**src/rtl/mc_control_fsm_if.sv**
```systemverilog
// Control bundle between the multicycle MIPS main FSM and its datapath.
// master = FSM side (drives enables/selects), slave = datapath/memory side.
interface mc_control_fsm_if;
    logic [5:0] opcode;
    logic       zero;
    logic       mem_ready;
    logic       mem_req;
    logic       mem_write;
    logic       iord;
    logic       ir_write;
    logic       pc_en;
    logic       reg_write;
    logic       reg_dst;
    logic       mem_to_reg;
    logic       alu_src_a;
    logic [1:0] alu_src_b;
    logic [1:0] alu_op;
    logic [1:0] pc_src;
    logic       illegal_op;
    logic [3:0] state;

    modport master (
        input  opcode,
        input  zero,
        input  mem_ready,
        output mem_req,
        output mem_write,
        output iord,
        output ir_write,
        output pc_en,
        output reg_write,
        output reg_dst,
        output mem_to_reg,
        output alu_src_a,
        output alu_src_b,
        output alu_op,
        output pc_src,
        output illegal_op,
        output state
    );

    modport slave (
        output opcode,
        output zero,
        output mem_ready,
        input  mem_req,
        input  mem_write,
        input  iord,
        input  ir_write,
        input  pc_en,
        input  reg_write,
        input  reg_dst,
        input  mem_to_reg,
        input  alu_src_a,
        input  alu_src_b,
        input  alu_op,
        input  pc_src,
        input  illegal_op,
        input  state
    );
endinterface

```
**src/rtl/mc_control_fsm.sv**
```systemverilog
// Main control FSM of the multicycle MIPS core: fetch/decode/execute/mem/writeback sequencing.
// Define MC_CTRL_ADDI_EN to build the ADDIEX/ADDIWB path; otherwise addi decodes as illegal.
module mc_control_fsm (
    input  logic              clk,
    input  logic              reset_n,
    mc_control_fsm_if.master  bus
);

    localparam logic [5:0] OP_RTYPE = 6'h00;
    localparam logic [5:0] OP_LW    = 6'h23;
    localparam logic [5:0] OP_SW    = 6'h2B;
    localparam logic [5:0] OP_BEQ   = 6'h04;
    localparam logic [5:0] OP_ADDI  = 6'h08;
    localparam logic [5:0] OP_J     = 6'h02;

    localparam logic [3:0] StReset   = 4'd0;
    localparam logic [3:0] StFetch   = 4'd1;
    localparam logic [3:0] StDecode  = 4'd2;
    localparam logic [3:0] StMemAdr  = 4'd3;
    localparam logic [3:0] StMemRd   = 4'd4;
    localparam logic [3:0] StMemWb   = 4'd5;
    localparam logic [3:0] StMemWr   = 4'd6;
    localparam logic [3:0] StRtypeEx = 4'd7;
    localparam logic [3:0] StRtypeWb = 4'd8;
    localparam logic [3:0] StBeqEx   = 4'd9;
`ifdef MC_CTRL_ADDI_EN
    localparam logic [3:0] StAddiEx  = 4'd10;
    localparam logic [3:0] StAddiWb  = 4'd11;
`endif
    localparam logic [3:0] StJEx     = 4'd12;

    logic [3:0] r_state;
    logic [3:0] w_state_next;

    logic       w_mem_req;
    logic       w_mem_write;
    logic       w_iord;
    logic       w_ir_write;
    logic       w_pc_write;
    logic       w_branch;
    logic       w_reg_write;
    logic       w_reg_dst;
    logic       w_mem_to_reg;
    logic       w_alu_src_a;
    logic [1:0] w_alu_src_b;
    logic [1:0] w_alu_op;
    logic [1:0] w_pc_src;
    logic       w_illegal_op;

    always_ff @(posedge clk or negedge reset_n) begin
        if (!reset_n) begin
            r_state <= StReset;
        end else begin
            r_state <= w_state_next;
        end
    end

    always_comb begin
        w_state_next = StFetch;
        case (r_state)
            StReset:  w_state_next = StFetch;
            StFetch:  w_state_next = bus.mem_ready ? StDecode : StFetch;
            StDecode: begin
                case (bus.opcode)
                    OP_LW, OP_SW: w_state_next = StMemAdr;
                    OP_RTYPE:     w_state_next = StRtypeEx;
                    OP_BEQ:       w_state_next = StBeqEx;
`ifdef MC_CTRL_ADDI_EN
                    OP_ADDI:      w_state_next = StAddiEx;
`endif
                    OP_J:         w_state_next = StJEx;
                    default:      w_state_next = StFetch;
                endcase
            end
            // IR is frozen until the next FETCH, so opcode is still valid here.
            StMemAdr:  w_state_next = (bus.opcode == OP_SW) ? StMemWr : StMemRd;
            StMemRd:   w_state_next = bus.mem_ready ? StMemWb : StMemRd;
            StMemWb:   w_state_next = StFetch;
            StMemWr:   w_state_next = bus.mem_ready ? StFetch : StMemWr;
            StRtypeEx: w_state_next = StRtypeWb;
            StRtypeWb: w_state_next = StFetch;
            StBeqEx:   w_state_next = StFetch;
`ifdef MC_CTRL_ADDI_EN
            StAddiEx:  w_state_next = StAddiWb;
            StAddiWb:  w_state_next = StFetch;
`endif
            StJEx:     w_state_next = StFetch;
            default:   w_state_next = StFetch;
        endcase
    end

    always_comb begin
        w_mem_req    = 1'b0;
        w_mem_write  = 1'b0;
        w_iord       = 1'b0;
        w_ir_write   = 1'b0;
        w_pc_write   = 1'b0;
        w_branch     = 1'b0;
        w_reg_write  = 1'b0;
        w_reg_dst    = 1'b0;
        w_mem_to_reg = 1'b0;
        w_alu_src_a  = 1'b0;
        w_alu_src_b  = 2'b00;
        w_alu_op     = 2'b00;
        w_pc_src     = 2'b00;
        w_illegal_op = 1'b0;
        case (r_state)
            StFetch: begin
                w_mem_req   = 1'b1;
                w_alu_src_b = 2'b01;
                // Enables only on the completing cycle so wait cycles have no side effects.
                w_ir_write  = bus.mem_ready;
                w_pc_write  = bus.mem_ready;
            end
            StDecode: begin
                w_alu_src_b = 2'b11;
                case (bus.opcode)
                    OP_LW, OP_SW, OP_RTYPE, OP_BEQ, OP_J: w_illegal_op = 1'b0;
`ifdef MC_CTRL_ADDI_EN
                    OP_ADDI: w_illegal_op = 1'b0;
`endif
                    default: w_illegal_op = 1'b1;
                endcase
            end
            StMemAdr: begin
                w_alu_src_a = 1'b1;
                w_alu_src_b = 2'b10;
            end
            StMemRd: begin
                w_mem_req = 1'b1;
                w_iord    = 1'b1;
            end
            StMemWb: begin
                w_reg_write  = 1'b1;
                w_mem_to_reg = 1'b1;
            end
            StMemWr: begin
                w_mem_req   = 1'b1;
                w_mem_write = 1'b1;
                w_iord      = 1'b1;
            end
            StRtypeEx: begin
                w_alu_src_a = 1'b1;
                w_alu_op    = 2'b10;
            end
            StRtypeWb: begin
                w_reg_write = 1'b1;
                w_reg_dst   = 1'b1;
            end
            StBeqEx: begin
                w_alu_src_a = 1'b1;
                w_alu_op    = 2'b01;
                w_pc_src    = 2'b01;
                w_branch    = 1'b1;
            end
`ifdef MC_CTRL_ADDI_EN
            StAddiEx: begin
                w_alu_src_a = 1'b1;
                w_alu_src_b = 2'b10;
            end
            StAddiWb: begin
                w_reg_write = 1'b1;
            end
`endif
            StJEx: begin
                w_pc_src   = 2'b10;
                w_pc_write = 1'b1;
            end
            default: begin
                w_mem_req = 1'b0;
            end
        endcase
    end

    assign bus.mem_req    = w_mem_req;
    assign bus.mem_write  = w_mem_write;
    assign bus.iord       = w_iord;
    assign bus.ir_write   = w_ir_write;
    assign bus.pc_en      = w_pc_write | (w_branch & bus.zero);
    assign bus.reg_write  = w_reg_write;
    assign bus.reg_dst    = w_reg_dst;
    assign bus.mem_to_reg = w_mem_to_reg;
    assign bus.alu_src_a  = w_alu_src_a;
    assign bus.alu_src_b  = w_alu_src_b;
    assign bus.alu_op     = w_alu_op;
    assign bus.pc_src     = w_pc_src;
    assign bus.illegal_op = w_illegal_op;
    assign bus.state      = r_state;

endmodule

```
**src/flat_wrapper.sv**
```systemverilog
// flat-port wrapper written by rule: the top's interface ports become plain ports
module mc_control_fsm_flat 
  (clk, reset_n, bus_opcode, bus_zero, bus_mem_ready, bus_mem_req, bus_mem_write, bus_iord, bus_ir_write, bus_pc_en, bus_reg_write, bus_reg_dst, bus_mem_to_reg, bus_alu_src_a, bus_alu_src_b, bus_alu_op, bus_pc_src, bus_illegal_op, bus_state);
  mc_control_fsm_if bus_i ();
  input  logic clk;
  input  logic reset_n;
  input wire logic [$bits(bus_i.opcode)-1:0] bus_opcode;
  input wire logic [$bits(bus_i.zero)-1:0] bus_zero;
  input wire logic [$bits(bus_i.mem_ready)-1:0] bus_mem_ready;
  output wire logic [$bits(bus_i.mem_req)-1:0] bus_mem_req;
  output wire logic [$bits(bus_i.mem_write)-1:0] bus_mem_write;
  output wire logic [$bits(bus_i.iord)-1:0] bus_iord;
  output wire logic [$bits(bus_i.ir_write)-1:0] bus_ir_write;
  output wire logic [$bits(bus_i.pc_en)-1:0] bus_pc_en;
  output wire logic [$bits(bus_i.reg_write)-1:0] bus_reg_write;
  output wire logic [$bits(bus_i.reg_dst)-1:0] bus_reg_dst;
  output wire logic [$bits(bus_i.mem_to_reg)-1:0] bus_mem_to_reg;
  output wire logic [$bits(bus_i.alu_src_a)-1:0] bus_alu_src_a;
  output wire logic [$bits(bus_i.alu_src_b)-1:0] bus_alu_src_b;
  output wire logic [$bits(bus_i.alu_op)-1:0] bus_alu_op;
  output wire logic [$bits(bus_i.pc_src)-1:0] bus_pc_src;
  output wire logic [$bits(bus_i.illegal_op)-1:0] bus_illegal_op;
  output wire logic [$bits(bus_i.state)-1:0] bus_state;
  assign bus_i.opcode = bus_opcode;
  assign bus_i.zero = bus_zero;
  assign bus_i.mem_ready = bus_mem_ready;
  assign bus_mem_req = bus_i.mem_req;
  assign bus_mem_write = bus_i.mem_write;
  assign bus_iord = bus_i.iord;
  assign bus_ir_write = bus_i.ir_write;
  assign bus_pc_en = bus_i.pc_en;
  assign bus_reg_write = bus_i.reg_write;
  assign bus_reg_dst = bus_i.reg_dst;
  assign bus_mem_to_reg = bus_i.mem_to_reg;
  assign bus_alu_src_a = bus_i.alu_src_a;
  assign bus_alu_src_b = bus_i.alu_src_b;
  assign bus_alu_op = bus_i.alu_op;
  assign bus_pc_src = bus_i.pc_src;
  assign bus_illegal_op = bus_i.illegal_op;
  assign bus_state = bus_i.state;
  mc_control_fsm u_core (.clk(clk), .reset_n(reset_n), .bus(bus_i));
endmodule
```
**config.mk**
```make
export PLATFORM = sky130hd
export DESIGN_NAME = mc_control_fsm_flat
export DESIGN_NICKNAME = d
export VERILOG_FILES = /design/src/rtl/mc_control_fsm_if.sv /design/src/rtl/mc_control_fsm.sv /design/src/flat_wrapper.sv
export SDC_FILE = /design/constraint.sdc
export NUM_CORES = 1
export LEC_CHECK = 0
export BUFFER_PORTS_ARGS = -buffer_cell sky130_fd_sc_hd__buf_2
export CORE_AREA = 2 2 39 41
export CTS_CLUSTER_DIAMETER = 50
export DETAILED_ROUTE_END_ITERATION = 10
export DIE_AREA = 0 0 41 43
export PLACE_DENSITY = 0.77
export SYNTH_ARGS = -nofsm -noshare
export SYNTH_HDL_FRONTEND = slang
export SYNTH_SLANG_ARGS = --single-unit
```
**constraint.sdc**
```tcl
create_clock -name clk -period 1.79 [get_ports clk]
set_input_delay 0.2685 -clock clk [delete_from_list [all_inputs] [get_ports clk]]
set_output_delay 0.2685 -clock clk [all_outputs]
set_load 0.05 [all_outputs]
```
==> reports/qor.csv <==
metric,value,unit
Post-synth EDFFs,0,
post-synthesis mux area share,0,
worst setup margin,-0.00622,ns
wire length after detailed routing,1930,µm
top cell type by total area after synthesis,dfrtp_1,
YS warnings,0,
grt ovf,0,
Hold Path Depth,3,
clk_lat worst skew,0.24,ns
fill count,106,
DP Worst Slack,0.126,ns
end of the worst hold path,u_core.bus.state[3]$_DFF_PN0_,
total power,1940,µW
Max Clk Rate,0.557,GHz
ys flop type,dfrtp_1,
starting DRC count in detailed routing,14,
initial antenna violation count,0,
Worst slew margin,0.769,
GRT Overall Usage,0.217,
Diodes inserted,0,
Worst-Margin Slew,0.344,ns
HP Class,in -> reg,
post-layout min period,1.80,ns
final instance area,993,µm²
first-pass GRT wire length,2660,µm
crit path max-delay cell type,dfrtp_2,
syn_area_per_cell,7.53,µm²
Worst setup SP type,register,
Mapped Nets,73,
Setup Crit Path Kind,reg -> out,
final setup fails,1,
"commonest cells after routing, fill and taps aside","buf_2, buf_4, clkbuf_4",
PortBufs,29,
post-synthesis compound-gate area fraction,0.195,
Syn Std Cell Area,474,µm²
simple-gate portion of the synthesized area,0.512,
die width,41,µm
post-synthesis sequential area ratio,0.211,
largest family of logic cells by synthesized area,simple AND/OR/NAND/NOR gates,
max FFs per register,4,
Yosys reg bits,4,
# DRC,0,
Synth area leaders,"dfrtp_1, nor2_1, nand2b_1",
CTS H-Tree Depth,1,
first drt pass iteration count,4,
clock tree buffer depth,2,
routed length per instance,15.7,µm
GP Congestion,0.800,
die height,43,µm
Clock Pin Slew Worst Setup and Hold Paths,0.04,ns
Max-Cap Viols,0,
maximum VDD drop,1.19,mV
crit-path cells,buf_6 -> nand2b_4 -> nor3b_4 -> a211o_4 -> buf_8,
Tcrit/Tclk final,1.00,
"commonest non-fill, non-tap cell in the layout",buf_2,
Area Overhead vs Synth,109,%
Core Region,0.00138,mm²
cell count after synthesis,63,
crit-path leading delay family,flip-flops,
post-route antenna net violation count,0,
vias in the first global route,621,
ratio of cells with drive above 1 in the final layout,0.682,
clock skew,0.00288,ns
Yosys top cell area share,0.211,
die area,0.00176,mm²
power density over cell area,1950,mW/mm²
Num CTS Buffers,3,
Site Rows,14,
Critical R2R Capture,u_core.bus.state[0]$_DFF_PN0_,
Crit Path Max Fanout,6,
I/O pin count,30,
post-synthesis xor/xnor area fraction,0.0185,
setup TNS,-0.00622,ns
largest net degree at the start of global routing,17,
fin nets,119,
Reg2Reg Depth,4,
Synth Area in Adders,0,
Hold Fails Final Rpt,0,
R2R Path Start,u_core.bus.state[0]$_DFF_PN0_,
Critical Path RT,1.52,ns
Cell variety after synth,34,
Initial Util,0.343,
# clock sinks,4,
Static Leak,0.000454,µW
failing checks,setup timing,
max incr delay on CP,0.47,ns
Vias,669,
Critical Path End Type,output pin,
CTS tree,built,
status,finished with violations,
"FFs w/ async S/R, synth",1.00,
RSZ-0062 raised after global routing,yes,
Root Buffer,clkbuf_4,
max-slew violations,0,
number of vias per cell,5.44,
Hold Startpoint,bus_opcode[4],
Worst EP arrival,1.53,ns
placed instance area,768,µm²
WP buf/inv,2,
flop2flop setup slack,0.27,ns
Final HPWL DP,1160,µm
cells in the mapped netlist, types with 2 or more instances:
cell type and count:
a21boi_0 2, and3_1 3, buf_2 2, dfrtp_1 4
nand2_1 3, nand2b_1 5, nand3_1 2, nor2_1 10
nor3b_1 4, nor4b_1 2, nor4bb_1 2, o211ai_1 2
how the worst max path moves through the flow:
stage | startpoint | end | cells after the start
after floorplan | u_core.bus.state[1]$_DFF_PN0_ | bus_pc_en | 3
after global placement | u_core.bus.state[0]$_DFF_PN0_ | bus_illegal_op | 3
after detailed placement | u_core.bus.state[1]$_DFF_PN0_ | bus_alu_src_a | 3
after CTS | u_core.bus.state[3]$_DFF_PN0_ | bus_illegal_op | 4
after global routing | u_core.bus.state[0]$_DFF_PN0_ | bus_pc_en | 5
final | u_core.bus.state[0]$_DFF_PN0_ | bus_pc_en | 5
worst min-delay path: stages:
cell	delay, ns
buf_2	0.08
nand3b_1	0.11
o22ai_1	0.08
layout make-up:
cell class / count / area, µm² / share of cell area
repair buffers: 46 / 368 / 0.370
well taps: 16 / 20.0 / 0.0202
flip-flops and latches: 4 / 105 / 0.106
clock buffers: 3 / 22.5 / 0.0227
multi-input cells: 54 / 478 / 0.481
power breakdown:
group          total (µW)  internal, µW  switching (µW)
Combinational        1610           655             950
Sequential            216           130            85.6
Clock                 116          75.3            40.6
Total                1940           861            1080
cells by family after synthesis:
group | Yosys count
AND/OR/NAND/NOR | 40
AO/OA/AOI/OAI | 13
buffers and inverters | 5
flip-flops | 4
XOR/XNOR | 1
through the flow:
step | std cells | hold slack [ns] | util
floorplan | 63 | -0.0271 | -
CTS | 115 | 0.332 | 0.633
finish | 123 | 0.354 | 0.718
global placement | 108 | 0.0752 | 0.555
detailed placement | 108 | 0.0818 | 0.555
global route | 123 | 0.356 | 0.718
repair_timing:
| action | 4_1_cts | 5_1_grt |
|---|---|---|
| endpoints found under the setup margin | 7 | 9 |
| hold endpoints to repair | 4 | 0 |
| buffers inserted | 3 | 7 |
| pin swaps | 0 | 2 |
| resized for setup | 12 | 15 |
| cloned | 0 | 1 |
| hold buffers | 1 | 0 |
routing by layer:
metal | vias up | track usage | part of all wire
met5 | - | 0 | 0
met4 | 0 | 0.0867 | 0
met3 | 0 | 0.0366 | 0.038
met2 | 23 | 0.353 | 0.54
met1 | 321 | 0.267 | 0.42
li1 | 325 | - | -
Power figures use the tool's default switching activity.
